`src/rtl/metronome_beat_sequencer_if.sv`:
```
// metronome_beat_sequencer_if: control inputs and beat/tempo outputs of the metronome sequencer
interface metronome_beat_sequencer_if;
  logic       run;
  logic       btn_up_n;
  logic       btn_dn_n;
  logic       beat_tick;
  logic [3:0] beat_num;
  logic       accent;
  logic       beep_en;
  logic [7:0] bpm;
  modport master (output run, btn_up_n, btn_dn_n, input beat_tick, beat_num, accent, beep_en, bpm);
  modport slave (input run, btn_up_n, btn_dn_n, output beat_tick, beat_num, accent, beep_en, bpm);
endinterface

```
`src/rtl/metronome_beat_sequencer.sv`:
```
// metronome_beat_sequencer: debounced tempo buttons, drift-free phase accumulator and beat/accent/beep outputs
module metronome_beat_sequencer #(
  parameter int CLK_HZ          = 27000000,
  parameter int BPM_MIN         = 40,
  parameter int BPM_MAX         = 240,
  parameter int BPM_RESET       = 60,
  parameter int BPM_STEP        = 4,
  parameter int BEATS_PER_BAR   = 8,
  parameter int ACCENT_EVERY    = 4,
  parameter int DEBOUNCE_CYCLES = 270000,
  parameter int BEEP_CYCLES     = 5400000
) (
  input logic clk,
  input logic rst_n,
  metronome_beat_sequencer_if.slave bus
);
  localparam logic [31:0] LIMIT = 32'(64'(CLK_HZ) * 60);
  localparam int DW = $clog2(DEBOUNCE_CYCLES + 1);
  localparam int BW = $clog2(BEEP_CYCLES + 1);
  localparam int AW = $clog2(ACCENT_EVERY + 1);
  logic [1:0] raw, ev;
  assign raw = {bus.btn_dn_n, bus.btn_up_n};
  // ev[b] pulses once when button b's accepted level falls from released to pressed
  for (genvar g = 0; g < 2; g++) begin : g_db
    logic s1, s2, st, e;
    logic [DW-1:0] cnt;
    always_ff @(posedge clk or negedge rst_n)
      if (!rst_n) begin
        s1 <= 1'b1;
        s2 <= 1'b1;
        st <= 1'b1;
        e <= 1'b0;
        cnt <= '0;
      end else begin
        s1 <= raw[g];
        s2 <= s1;
        e <= 1'b0;
        if (s2 == st) cnt <= '0;
        else if (cnt == DW'(DEBOUNCE_CYCLES - 1)) begin
          cnt <= '0;
          st <= s2;
          e <= ~s2;
        end else cnt <= cnt + 1'b1;
      end
    assign ev[g] = e;
  end
  logic [7:0] bpm, up_n, dn_n;
  logic [8:0] up_v;
  always_comb begin
    up_v = {1'b0, bpm} + 9'(BPM_STEP);
    up_n = (up_v > 9'(BPM_MAX)) ? 8'(BPM_MAX) : up_v[7:0];
    dn_n = (bpm < 8'(BPM_MIN + BPM_STEP)) ? 8'(BPM_MIN) : bpm - 8'(BPM_STEP);
  end
  always_ff @(posedge clk or negedge rst_n)
    if (!rst_n) bpm <= 8'(BPM_RESET);
    else bpm <= (ev == 2'b01) ? up_n : (ev == 2'b10) ? dn_n : bpm;
  logic [31:0] acc, acc_n;
  logic [32:0] sum;
  logic run_q, start, hit, fire, first, tick, acc_flag;
  logic [3:0] num;
  logic [AW-1:0] acnt, acnt_n;
  logic [BW-1:0] beep_cnt;
  always_comb begin
    start = bus.run & ~run_q;
    sum = {1'b0, acc} + {25'b0, bpm};
    hit = sum >= {1'b0, LIMIT};
    acc_n = start ? '0 : hit ? 32'(sum - {1'b0, LIMIT}) : sum[31:0];
    fire = start | (bus.run & hit);
    first = start | (num == 4'(BEATS_PER_BAR));
    acnt_n = (first || acnt == AW'(ACCENT_EVERY - 1)) ? '0 : acnt + 1'b1;
  end
  always_ff @(posedge clk or negedge rst_n)
    if (!rst_n) begin
      run_q <= 1'b0;
      tick <= 1'b0;
      acc <= '0;
      num <= 4'd1;
      acc_flag <= 1'b0;
      acnt <= '0;
      beep_cnt <= '0;
    end else begin
      run_q <= bus.run;
      tick <= fire;
      if (!bus.run) begin
        acc <= '0;
        num <= 4'd1;
        acc_flag <= 1'b0;
        acnt <= '0;
        beep_cnt <= '0;
      end else begin
        acc <= acc_n;
        beep_cnt <= fire ? BW'(BEEP_CYCLES) : (beep_cnt != '0) ? beep_cnt - 1'b1 : '0;
        if (fire) begin
          num <= first ? 4'd1 : num + 4'd1;
          acnt <= acnt_n;
          acc_flag <= acnt_n == '0;
        end
      end
    end
  assign bus.beat_tick = tick;
  assign bus.beat_num = num;
  assign bus.accent = acc_flag;
  assign bus.beep_en = beep_cnt != '0;
  assign bus.bpm = bpm;
endmodule

```
`src/flat_wrapper.sv`:
```
// flat-port wrapper written by rule: the top's interface ports become plain ports
module metronome_beat_sequencer_flat 
#(
  parameter int CLK_HZ          = 27000000,
  parameter int BPM_MIN         = 40,
  parameter int BPM_MAX         = 240,
  parameter int BPM_RESET       = 60,
  parameter int BPM_STEP        = 4,
  parameter int BEATS_PER_BAR   = 8,
  parameter int ACCENT_EVERY    = 4,
  parameter int DEBOUNCE_CYCLES = 270000,
  parameter int BEEP_CYCLES     = 5400000
)
  (clk, rst_n, bus_run, bus_btn_up_n, bus_btn_dn_n, bus_beat_tick, bus_beat_num, bus_accent, bus_beep_en, bus_bpm);
  metronome_beat_sequencer_if bus_i ();
  input logic clk;
  input logic rst_n;
  input wire logic [$bits(bus_i.run)-1:0] bus_run;
  input wire logic [$bits(bus_i.btn_up_n)-1:0] bus_btn_up_n;
  input wire logic [$bits(bus_i.btn_dn_n)-1:0] bus_btn_dn_n;
  output wire logic [$bits(bus_i.beat_tick)-1:0] bus_beat_tick;
  output wire logic [$bits(bus_i.beat_num)-1:0] bus_beat_num;
  output wire logic [$bits(bus_i.accent)-1:0] bus_accent;
  output wire logic [$bits(bus_i.beep_en)-1:0] bus_beep_en;
  output wire logic [$bits(bus_i.bpm)-1:0] bus_bpm;
  assign bus_i.run = bus_run;
  assign bus_i.btn_up_n = bus_btn_up_n;
  assign bus_i.btn_dn_n = bus_btn_dn_n;
  assign bus_beat_tick = bus_i.beat_tick;
  assign bus_beat_num = bus_i.beat_num;
  assign bus_accent = bus_i.accent;
  assign bus_beep_en = bus_i.beep_en;
  assign bus_bpm = bus_i.bpm;
  metronome_beat_sequencer #(.CLK_HZ(CLK_HZ), .BPM_MIN(BPM_MIN), .BPM_MAX(BPM_MAX), .BPM_RESET(BPM_RESET), .BPM_STEP(BPM_STEP), .BEATS_PER_BAR(BEATS_PER_BAR), .ACCENT_EVERY(ACCENT_EVERY), .DEBOUNCE_CYCLES(DEBOUNCE_CYCLES), .BEEP_CYCLES(BEEP_CYCLES)) u_core (.clk(clk), .rst_n(rst_n), .bus(bus_i));
endmodule
```
`config.mk`:
```
export PLATFORM = sky130hd
export DESIGN_NAME = metronome_beat_sequencer_flat
export DESIGN_NICKNAME = d
export VERILOG_FILES = /design/src/rtl/metronome_beat_sequencer_if.sv /design/src/rtl/metronome_beat_sequencer.sv /design/src/flat_wrapper.sv
export SDC_FILE = /design/constraint.sdc
export NUM_CORES = 1
export LEC_CHECK = 0
export CORE_AREA = 2 2 114 116
export DETAILED_ROUTE_END_ITERATION = 16
export DIE_AREA = 0 0 116 118
export PLACE_DENSITY = 0.79
export SETUP_SLACK_MARGIN = 0.3
export SYNTH_ARGS = -nofsm -noshare
export SYNTH_HDL_FRONTEND = slang
export SYNTH_SLANG_ARGS = --single-unit
```
`constraint.sdc`:
```
create_clock -name clk -period 3.5 [get_ports clk]
set_clock_uncertainty 0.1 [all_clocks]
set_input_delay 0.35 -clock clk [delete_from_list [all_inputs] [get_ports clk]]
set_output_delay 0.35 -clock clk [all_outputs]
set_load 0.1 [all_outputs]
```
Word-level counts from Yosys, hierarchy flattened --
Index checks and enable logic that the tools add are counted. Widths: inputs -> output; s select.
Word-level totals: word-level logic and storage cells 80, input bits 5, register bits 119, output and inout port bits 15
Operators by class: equal/unequal tests 9, add/subtract/negate cells 9, multiplexer cells 26, reductions and logical operators 6, order comparisons 3, bitwise operators 9
Operators with widths (number):
- $mux 32 | 3
- $mux 19 | 4
- $mux 23 | 3
- $add 19x1->19 const B | 2
- $eq 19x19->1 const B | 2
- $add 32x8->33 | 1
- $ge 33x31->1 const B | 1
- $mux 8 | 4
- $sub 32x31->32 const B | 1
- $reduce_bool 23->1 | 1
- $sub 23x1->23 const B | 1
- $mux 4 | 3
- $add 8x3->9 const B | 1
- $gt 9x8->1 const B | 1
- $mux 3 | 3
- $lt 8x6->1 const B | 1
- $sub 8x3->8 const B | 1
- $mux 1 | 6
- $not 1->1 | 5
- $add 4x1->4 const B | 1
- $eq 4x4->1 const B | 1
- $reduce_and 2->1 | 2
- $add 3x1->3 const B | 1
- $eq 3x2->1 const B | 1
- 9 further kinds | 12

Logic depth before layout (Yosys ltp) --
Gate-level depths: netlist (run 1).
depth after elaboration 8, depth in mapped cells 14, gate-level depth less buffers 11

Worst setup path after synthesis (run 1) --
No wires, ideal clock.
path type flip-flop to flip-flop, start point register u_core.bpm[7] (netlist: u_core.bus.bpm[7]), end point register u_core.acc[28], data required time 3.306 ns, period minus slack after synthesis 3.982 ns, arrival time 3.788 ns, setup slack -0.482 ns, cell stages (with the launch flop) 12, setup time 0.094 ns, path buffers 1, cell sequence dfrtp_1 > ha_1 > and4_1 > a221o_1 > a311oi_2 > o2111ai_1 > or4_4 > o21ai_4 > nor2_2 > buf_6 > a211o_1 > a221oi_2
Between the ends: cells in the longest elaborated chain, start to end 5, elaborated cells between the ends (all ways) 6, classes of those cells 2 x add/sub; 1 x order compare; 3 x mux
RTL lines:
- start, declared | line metronome_beat_sequencer.sv:47 | logic [7:0] bpm, up_n, dn_n;
- start signal, assigned | line metronome_beat_sequencer.sv:55 | if (!rst_n) bpm <= 8'(BPM_RESET);
- start signal, assigned | line metronome_beat_sequencer.sv:56 | else bpm <= (ev == 2'b01) ? up_n : (ev == 2'b10) ? dn_n : bpm;
- $add 32x8->33 (*) | line metronome_beat_sequencer.sv:65 | sum = {1'b0, acc} + {25'b0, bpm};
- $sub 32x31->32 / $ge 33x31->1 (equally long branches) | line metronome_beat_sequencer.sv:67, metronome_beat_sequencer.sv:66
- $mux 32 (*) (2 in series) | line metronome_beat_sequencer.sv:67 | acc_n = start ? '0 : hit ? 32'(sum - {1'b0, LIMIT}) : sum[31:0];
- $mux 32 (*) | line metronome_beat_sequencer.sv:84 | if (!bus.run) begin
- end signal, assigned | line metronome_beat_sequencer.sv:91 | acc <= acc_n;
- end, declared | line metronome_beat_sequencer.sv:57 | logic [31:0] acc, acc_n;
Mark *: on every way between the ends. The rest lies on a longest branch, timed or not. A chain may end at the register's enable or synchronous reset.

Worst setup path in the final report (run 1) --
start point register u_core.bpm[5] (netlist: u_core.bus.bpm[5]), end point register u_core.acc[18]
The elaborated chain is that of the path after synthesis.

==> qor.log, run 1 <==
INFO  outcome        run_status=finished with violations
INFO  outcome        violations=negative setup slack
INFO  yosys          yosysSeqAreaShare=43.99%
INFO  placed_design  placement.io_buffers=17
INFO  placed_design  hpwlAfterDp=10.50mm
INFO  clock_tree     cts_htree_levels=4
INFO  timing         min_period=3.593ns
INFO  yosys          syn_area=6686um^2
INFO  floorplan      floorplan.io_pins=20
INFO  pwr            vdd_drop_max=0.0004133V
INFO  routing        remaining_drc_errors=0
INFO  timing         timing.final.ws_setup=-0.09280ns
INFO  job            drv.max_cap_violation_count=0
INFO  pwr            leakage=3.647nW
INFO  floorplan      dieHeight=118um
INFO  timing         highest_achievable_clock_rate=278.3MHz
INFO  yosys          yosys-top-cells-count=111 x sky130_fd_sc_hd__nor2_1, 106 x sky130_fd_sc_hd__dfrtp_1, 59 x sky130_fd_sc_hd__nand2_1, 48 x sky130_fd_sc_hd__xnor2_1, 43 x sky130_fd_sc_hd__nand3_1
INFO  timing         number_of_max_slew_violations_in_the_final_report=0
INFO  routing        drt_iter0_drc=532
INFO  cells_and_area area_growth=28.57%
INFO  worst_setup_path crit_type=reg -> reg
INFO  cells_and_area fin_cells=996
INFO  worst_setup_path critPathMaxFanout=7
INFO  routing        antenna_viol_nets_final=0
INFO  cells_and_area fillCellCount=882
INFO  global_routing first_pass_grt_wire_length=27.02mm
INFO  clock_tree     tritoncts=yes
INFO  cells_and_area final-seq-area=2959um^2
INFO  cells_and_area antennaDiodeCount=0
INFO  worst_setup_path timing.critical_path.required=3.73ns
INFO  yosys          synth_top_cell_area_share=39.67%
INFO  global_routing grt_max_degree=64
INFO  yosys          yosys.cell_types.count=66
INFO  timing         max_slew_margin=31.57%
INFO  worst_setup_path worst_path_arrival=3.82ns
INFO  routing        number_of_iterations_in_the_first_detailed_routing_pass=7
INFO  timing         finalHoldWorstSlack=0.2458ns
INFO  timing         worst-slew-pin-transition=1.023ns
INFO  cells_and_area drive_above_1_share=24.03%
INFO  cells_and_area numnets_final=835
INFO  routing        route.vias.total=5875
INFO  yosys          ys_top_cells_by_area=sky130_fd_sc_hd__dfrtp_1 40%, sky130_fd_sc_hd__xnor2_1 6.3%, sky130_fd_sc_hd__nor2_1 6.2%
INFO  floorplan      initial_cell_density_of_the_core=53.86%
INFO  routing        post_drt_wl_per_cell=16.83um
INFO  yosys          synth_enable_flop_cells=0
INFO  routing        detail_route.vias_per_cell=5.899
INFO  yosys          yosysTopAreaCell=sky130_fd_sc_hd__dfrtp_1
INFO  clock_tree     clock_insertion_delay_worst_skew=0.41ns
INFO  timing         finalHoldViolations=0
INFO  timing         finalSetupViolCount=12
INFO  clock_tree     max-clock-path-buffers=2
INFO  floorplan      chipWidth=116um
INFO  hold_path      holdCritPathClass=in -> reg
INFO  worst_setup_path cp-end-kind=flip-flop
INFO  global_routing final_global_route_overflow_total=0
INFO  placed_design  postPlaceCellArea=7338um^2
INFO  clock_tree     clk_pin_slew=0.05ns
INFO  yosys          yosysWarningCount=0
INFO  routing        routed_wl=16.76mm
INFO  floorplan      core_area=12410um^2
INFO  yosys          postSynth.asyncResetShare=100.0%
INFO  clock_tree     clock-root-buffer=sky130_fd_sc_hd__clkbuf_16
INFO  placed_design  placed_cells_incl_taps=939
INFO  cells_and_area multi_input_comb_area=3985um^2
INFO  clock_tree     clock_sinks=117
INFO  global_routing grt_pass1_vias=5809
INFO  yosys          synth_flop_cell=sky130_fd_sc_hd__dfrtp_1
INFO  floorplan      rows=41
INFO  timing         unrepaired_setup_endpoints_after_global_routing=true
INFO  yosys          syn-mean-instance-area=9.048um^2
INFO  yosys          synthCells=739
INFO  floorplan      dieArea=13690um^2
INFO  cells_and_area design_area=8597um^2
INFO  clock_tree     cts_made_buffers=17
INFO  placed_design  placement.setup.worst_slack=-0.02932ns
INFO  global_routing grt.total_usage=24.63%
INFO  global_routing number_of_antenna_violations_at_the_first_check_in_global_routing=0
INFO  yosys          ys_seq_elements=117
INFO  pwr            power-per-cell-area=403.3nW/um^2
INFO  yosys          post-synth-top-count-cell=sky130_fd_sc_hd__nor2_1
INFO  timing         min_period_over_period=102.7%
INFO  placed_design  gp_congestion=0.9304
INFO  worst_setup_path worstSetupStartpointType=flip-flop
-- area by class of cell --
type	count	share of cell area (%)
multi-input combinational	568	46.35
sequential	117	34.42
timing repair buffer	81	8.412
clock buffer	24	5.720
tap	172	2.503
clock inverter	7	1.412
inverter	27	1.179
-- flip-flops by register name (all words and copies together), names as in the netlist --
signal,cells
u_core.g_db.cnt,38
u_core.acnt,3
u_core.g_db.e,2
u_core.bus.accent,1
u_core.g_db.s2,2
u_core.run_q,1
u_core.g_db.st,2
u_core.g_db.s1,2
u_core.beep_cnt,23
u_core.bus.beat_num,4
u_core.acc,32
u_core.bus.bpm,6
u_core.bus.beat_tick,1
-- per-layer routing --
metal / share of wire (%) / up-vias / track usage, %
met3: 5.7 / 33 / 5.458
met1: 42 / 2880 / 31.30
met5: 0 / - / 0
met2: 51 / 206 / 40.94
met4: 1.7 / 0 / 9.077
li1: - / 2756 / -
-- cell usage in the layout, fill, tap and decap left out, drive strengths merged, types with 8 or more instances in the layout --
| master | count |
|---|---|
| xnor2 | 48 |
| nor4 | 16 |
| o211ai | 8 |
| nand4 | 14 |
| or3 | 13 |
| dfstp | 11 |
| clkbuf | 24 |
| nor3 | 24 |
| nand2 | 59 |
| buf | 69 |
| dfrtp | 106 |
| and3 | 18 |
| nor2 | 112 |
| ha | 18 |
| clkdlybuf4s50 | 11 |
| inv | 28 |
| xor2 | 34 |
| nand3 | 43 |
| a21oi | 28 |
| o21ai | 31 |
-- through the flow --
step	util [%]	total power [mW]	setup TNS (ns)
after floorplan	-	1.565	-0.2240
after global placement	59.11	1.623	0
after detailed placement	59.11	1.636	-0.1071
after CTS	65.77	3.446	0
after global routing	69.25	3.577	-3.120
final	69.25	3.467	-0.4257
-- final timing paths --
path / cells past startpoint / slack (ns) / endpoint / from
setup / recovery: 11 / -0.09 / u_core.acc[18] / u_core.bus.bpm[5]
hold / removal: 1 / 0.25 / u_core.g_db[1].s1 / bus_btn_dn_n
setup reg to reg: 11 / -0.09 / u_core.acc[18] / u_core.bus.bpm[5]
hold reg to reg: 0 / 0.26 / u_core.g_db[1].s2 / u_core.g_db[1].s1
max in group asynchronous: 3 / 1.95 / u_core.g_db[1].s1 / rst_n
min in group asynchronous: 2 / 0.46 / u_core.bus.bpm[6] / rst_n
-- logic make-up (layout without fill, tap and decap cells) --
| group | Yosys count | count (layout) | synth area share, % |
|---|---|---|---|
| simple gates | 338 | 338 | 24.76 |
| xor+xnor | 82 | 82 | 10.74 |
| buf+inv | 55 | 139 | 3.462 |
| other cells | 1 | 2 | 0.05608 |
| mux | 8 | 8 | 1.254 |
| compound gates | 120 | 120 | 12.37 |
| flops | 117 | 117 | 43.99 |
| fa+ha+maj | 18 | 18 | 3.368 |
-- power breakdown --
group / switching (mW) / internal (mW) / total (mW)
Sequential: 0.0364 / 1.39 / 1.43
Clock: 0.606 / 1.19 / 1.80
Combinational: 0.152 / 0.0872 / 0.240
-- critical path, stage by stage, from the launching register on --
cell	delay, ns
sky130_fd_sc_hd__dfstp_4	0.63
sky130_fd_sc_hd__ha_4	0.22
sky130_fd_sc_hd__a21o_4	0.23
sky130_fd_sc_hd__a221oi_4	0.39
sky130_fd_sc_hd__xnor2_2	0.16
sky130_fd_sc_hd__nand4_1	0.20
sky130_fd_sc_hd__or4_4	0.62
sky130_fd_sc_hd__o21ai_4	0.29
sky130_fd_sc_hd__buf_6	0.15
sky130_fd_sc_hd__o21ai_4	0.06
sky130_fd_sc_hd__a211oi_2	0.24
sky130_fd_sc_hd__mux2i_1	0.21
-- timing repair --
action,4_1_cts,5_1_grt
buffers inserted,9,14
hold buffers,1,0
resized for setup,25,89
setup endpoints to repair,55,56
endpoints found under the hold margin,60,0
pin swaps,7,38
cloned,1,1
Note: power is estimated with default switching activity, not from simulation.
==> inputs of run 2 (changes only) <==
--- a/config.mk
+++ b/config.mk
@@ -9,6 +9,7 @@
 export DETAILED_ROUTE_END_ITERATION = 16
 export DIE_AREA = 0 0 116 118
 export PLACE_DENSITY = 0.79
+export REMOVE_ABC_BUFFERS = 1
 export SETUP_SLACK_MARGIN = 0.3
 export SYNTH_ARGS = -nofsm -noshare
 export SYNTH_HDL_FRONTEND = slang
==> run 2 against run 1 <==
The flow still finishes with violations (negative setup slack); design area decreased by 1.6%; largest power group unchanged; first-iteration DRC count increased by 6.8%; combinational power decreased by 9.6%.
==> qor.log, run 2 (synthesis results as in run 1) <==
INFO  worst_setup_path critPathMaxStageDelay=0.56ns [-0.07 ns]
INFO  pwr            comb_power_share=6.3% [-0.6 points]
INFO  cells_and_area largest_registers=u_core.g_db.cnt x38, u_core.acc x32, u_core.beep_cnt x23
INFO  cells_and_area fin_cells=1005 [+0.90%]
INFO  worst_setup_path critPathMaxFanout=8 [+1]
INFO  routing        post_drt_wl_per_cell=17.21um [+2.3%]
INFO  cells_and_area largest_reg_flops=38 [unchanged]
INFO  routing        route.vias.total=6120 [+4.2%]
INFO  cells_and_area antennaDiodeCount=0 [unchanged]
INFO  pwr            p_int=2.631mW [-1.5%]
INFO  cells_and_area fillCellCount=868 [-1.6%]
INFO  routing        drt_iter0_drc=568 [+6.8%]
INFO  timing         timing.final.ws_setup=-0.01665ns [+0.07615 ns]
INFO  clock_tree     clock_insertion_delay_worst_skew=0.42ns [about the same]
INFO  global_routing grt_pass1_vias=5768 [-0.71%]
INFO  hold_path      holdCritPathClass=in -> reg
INFO  hold_path      whs_path_depth=1 [unchanged]
INFO  clock_tree     clock_sinks=117 [unchanged]
INFO  worst_setup_path worst_path_arrival=3.76ns [-0.06 ns]
INFO  clock_tree     clk_pin_slew=0.05ns [about the same]
INFO  cells_and_area area_growth=26.52%
INFO  pwr            post-layout-total-power=3.435mW [-0.91%]
INFO  cells_and_area regMostFlops=u_core.g_db.cnt
INFO  floorplan      core_area=12410um^2 [unchanged]
INFO  global_routing use_met3=6.076% [+0.62 points]
INFO  timing         unrepaired_setup_endpoints_after_global_routing=true
INFO  pwr            power-per-cell-area=406.1nW/um^2 [+0.70%]
INFO  placed_design  placement.setup.worst_slack=-0.07562ns [-0.04629 ns]
INFO  timing         finalHoldViolations=0 [unchanged]
INFO  timing         max_slew_margin=33.27% [+1.7 points]
INFO  timing         min_period_over_period=100.5% [-2.2 points]
INFO  hold_path      worstHoldEndpoint=u_core.g_db[1].s1
INFO  cells_and_area most-common-layout-cells=109 x sky130_fd_sc_hd__nor2_1, 106 x sky130_fd_sc_hd__dfrtp_1, 68 x sky130_fd_sc_hd__buf_4, 56 x sky130_fd_sc_hd__nand2_1, 47 x sky130_fd_sc_hd__xnor2_1
INFO  floorplan      rows=41 [unchanged]
INFO  outcome        violations=negative setup slack
INFO  placed_design  placed_cells_incl_taps=948 [+0.96%]
INFO  timing         highest_achievable_clock_rate=284.4MHz [+2.2%]
INFO  worst_setup_path worstSetupStartpointType=flip-flop
INFO  clock_tree     clock-root-buffer=sky130_fd_sc_hd__clkbuf_16
INFO  worst_setup_path critPathBufInv=2 [+1]
INFO  placed_design  hpwlAfterDp=10.48mm [-0.26%]
INFO  pwr            share_clk_of_total_power=52.2% [+0.2 points]
INFO  floorplan      chipWidth=116um [unchanged]
INFO  worst_setup_path crit_type=reg -> reg
INFO  global_routing first_pass_grt_wire_length=26.99mm [-0.10%]
INFO  pwr            vdd_drop_max=0.0003248V [-21%]
INFO  timing         timing.setup.tns=-0.04046ns [+0.3852 ns]
INFO  clock_tree     tritoncts=yes
INFO  routing        number_of_iterations_in_the_first_detailed_routing_pass=5 [-2]
INFO  timing         finalSetupViolCount=7 [-5]
INFO  worst_setup_path rrSetupSlack=-0.02ns [+0.08 ns]
INFO  clock_tree     cts_made_buffers=17 [unchanged]
INFO  worst_setup_path r2r.worst_path.cells=12 [+1]
INFO  cells_and_area commonest_non_fill_non_tap_cell_in_the_layout=sky130_fd_sc_hd__nor2_1
INFO  clock_tree     max-clock-path-buffers=2 [unchanged]
INFO  placed_design  gp_congestion=0.9915 [+6.6%]
INFO  floorplan      floorplan.io_pins=20 [unchanged]
INFO  clock_tree     cts_htree_levels=4 [unchanged]
INFO  routing        routed_wl=17.29mm [+3.2%]
INFO  cells_and_area drive_above_1_share=21.73% [-2.3 points]
INFO  global_routing global_route.peak_usage_layer=met2
INFO  floorplan      dieArea=13690um^2 [unchanged]
INFO  timing         worst-slew-pin-transition=0.9978ns [-0.02552 ns]
INFO  worst_setup_path cp_common_cell=sky130_fd_sc_hd__buf_4
INFO  worst_setup_path crit_path_top_delay_cell=sky130_fd_sc_hd__dfstp_2
INFO  timing         finalHoldWorstSlack=0.2353ns [-0.01051 ns]
INFO  timing         min_period=3.517ns [-0.07615 ns]
INFO  routing        antenna_viol_nets_final=0 [unchanged]
INFO  global_routing gr-usage-met2=40.72% [-0.22 points]
INFO  worst_setup_path cp-end-kind=flip-flop
INFO  floorplan      initial_cell_density_of_the_core=53.86% [unchanged]
INFO  routing        detail_route.vias_per_cell=6.090 [+3.2%]
INFO  hold_path      hold_path_startpoint=bus_btn_dn_n
INFO  placed_design  placement.io_buffers=17 [unchanged]
INFO  worst_setup_path critical_path.reg2reg.startpoint=u_core.bus.bpm[4]
INFO  worst_setup_path timing.critical_path.cells=ha_4, buf_4, o211ai_1, o21ai_0, xnor2_1, nand4_1, or4_4, o21ai_4, buf_4, o21ai_1, or3_1, a21oi_2
INFO  cells_and_area numnets_final=843 [+0.96%]
INFO  worst_setup_path critPathTopFamily=simple AND/OR/NAND/NOR gates
INFO  pwr            power.switching_fraction=23.40% [+0.47 points]
INFO  job            drv.max_cap_violation_count=0 [unchanged]
INFO  outcome        run_status=finished with violations
INFO  global_routing grt_max_degree=68 [+6.3%]
INFO  global_routing number_of_antenna_violations_at_the_first_check_in_global_routing=0 [unchanged]
INFO  worst_setup_path r2r-end=u_core.bus.beat_num[2]
INFO  pwr            leakage=3.630nW [-0.46%]
INFO  global_routing met1_usage=30.43% [-0.87 points]
INFO  global_routing grt.total_usage=24.70% [+0.064 points]
INFO  worst_setup_path timing.critical_path.required=3.75ns [+0.02 ns]
INFO  pwr            p_sw=804.0uW [+1.1%]
INFO  global_routing final_global_route_overflow_total=0 [unchanged]
INFO  floorplan      dieHeight=118um [unchanged]
INFO  pwr            seq_power_share=41.5% [+0.4 points]
INFO  routing        remaining_drc_errors=0 [unchanged]
INFO  timing         number_of_max_slew_violations_in_the_final_report=0 [unchanged]
## run 2: repair_timing
action,CTS,global route
pin swaps,20,21
gates cloned,1,0
endpoints found under the hold margin,62,0
setup buffers,5,18
gates resized for setup,47,25
hold buffers,1,0
setup endpoints to repair,55,56
## run 2: layout make-up
class / count / area (um^2) / area share, %
Timing Repair Buffer: 89 / 744.5 / 8.800
Clock buffer: 21 / 460.4 / 5.443
Tap cell: 172 / 215.2 / 2.544
Clock inverter: 11 / 148.9 / 1.760
Sequential cell: 117 / 2942 / 34.77
Inverter: 27 / 101.3 / 1.198
Multi-Input combinational cell: 568 / 3847 / 45.48
## run 2: how the worst max path moves through the flow
stage	startpoint	slack, ns	cells past startpoint	endpoint
after floorplan	u_core.bus.bpm[7]	-1.04	10	u_core.acc[28]
after global placement	u_core.bus.bpm[5]	0.05	11	u_core.acc[17]
after detailed placement	u_core.bus.bpm[5]	-0.08	11	u_core.acc[17]
after CTS	u_core.bus.bpm[5]	0.09	11	u_core.bus.beat_num[2]
after global routing	u_core.bus.bpm[4]	-0.18	11	u_core.acc[28]
final	u_core.bus.bpm[4]	-0.02	12	u_core.bus.beat_num[2]
## run 2: power groups by stage
stage	clock network [mW]	logic [mW]	registers, mW
finish	1.79	0.217	1.42
floorplan	0	0.110	1.45
global route	1.88	0.240	1.43
detailed placement	0	0.187	1.44
CTS	1.80	0.204	1.42
global placement	0	0.181	1.44
## run 2: per-layer routing
metal / vias up / wire length (um)
li1: 2758 / -
met1: 3004 / 6825
met2: 284 / 8756
met3: 74 / 1129
met4: 0 / 582
met5: - / 0
## run 2: metrics by stage
stage,cell area (um^2),util (%)
floorplan,6560,-
global placement,7316,58.93
detailed placement,7316,58.93
CTS,8198,66.04
global route,8459,68.14
finish,8459,68.14
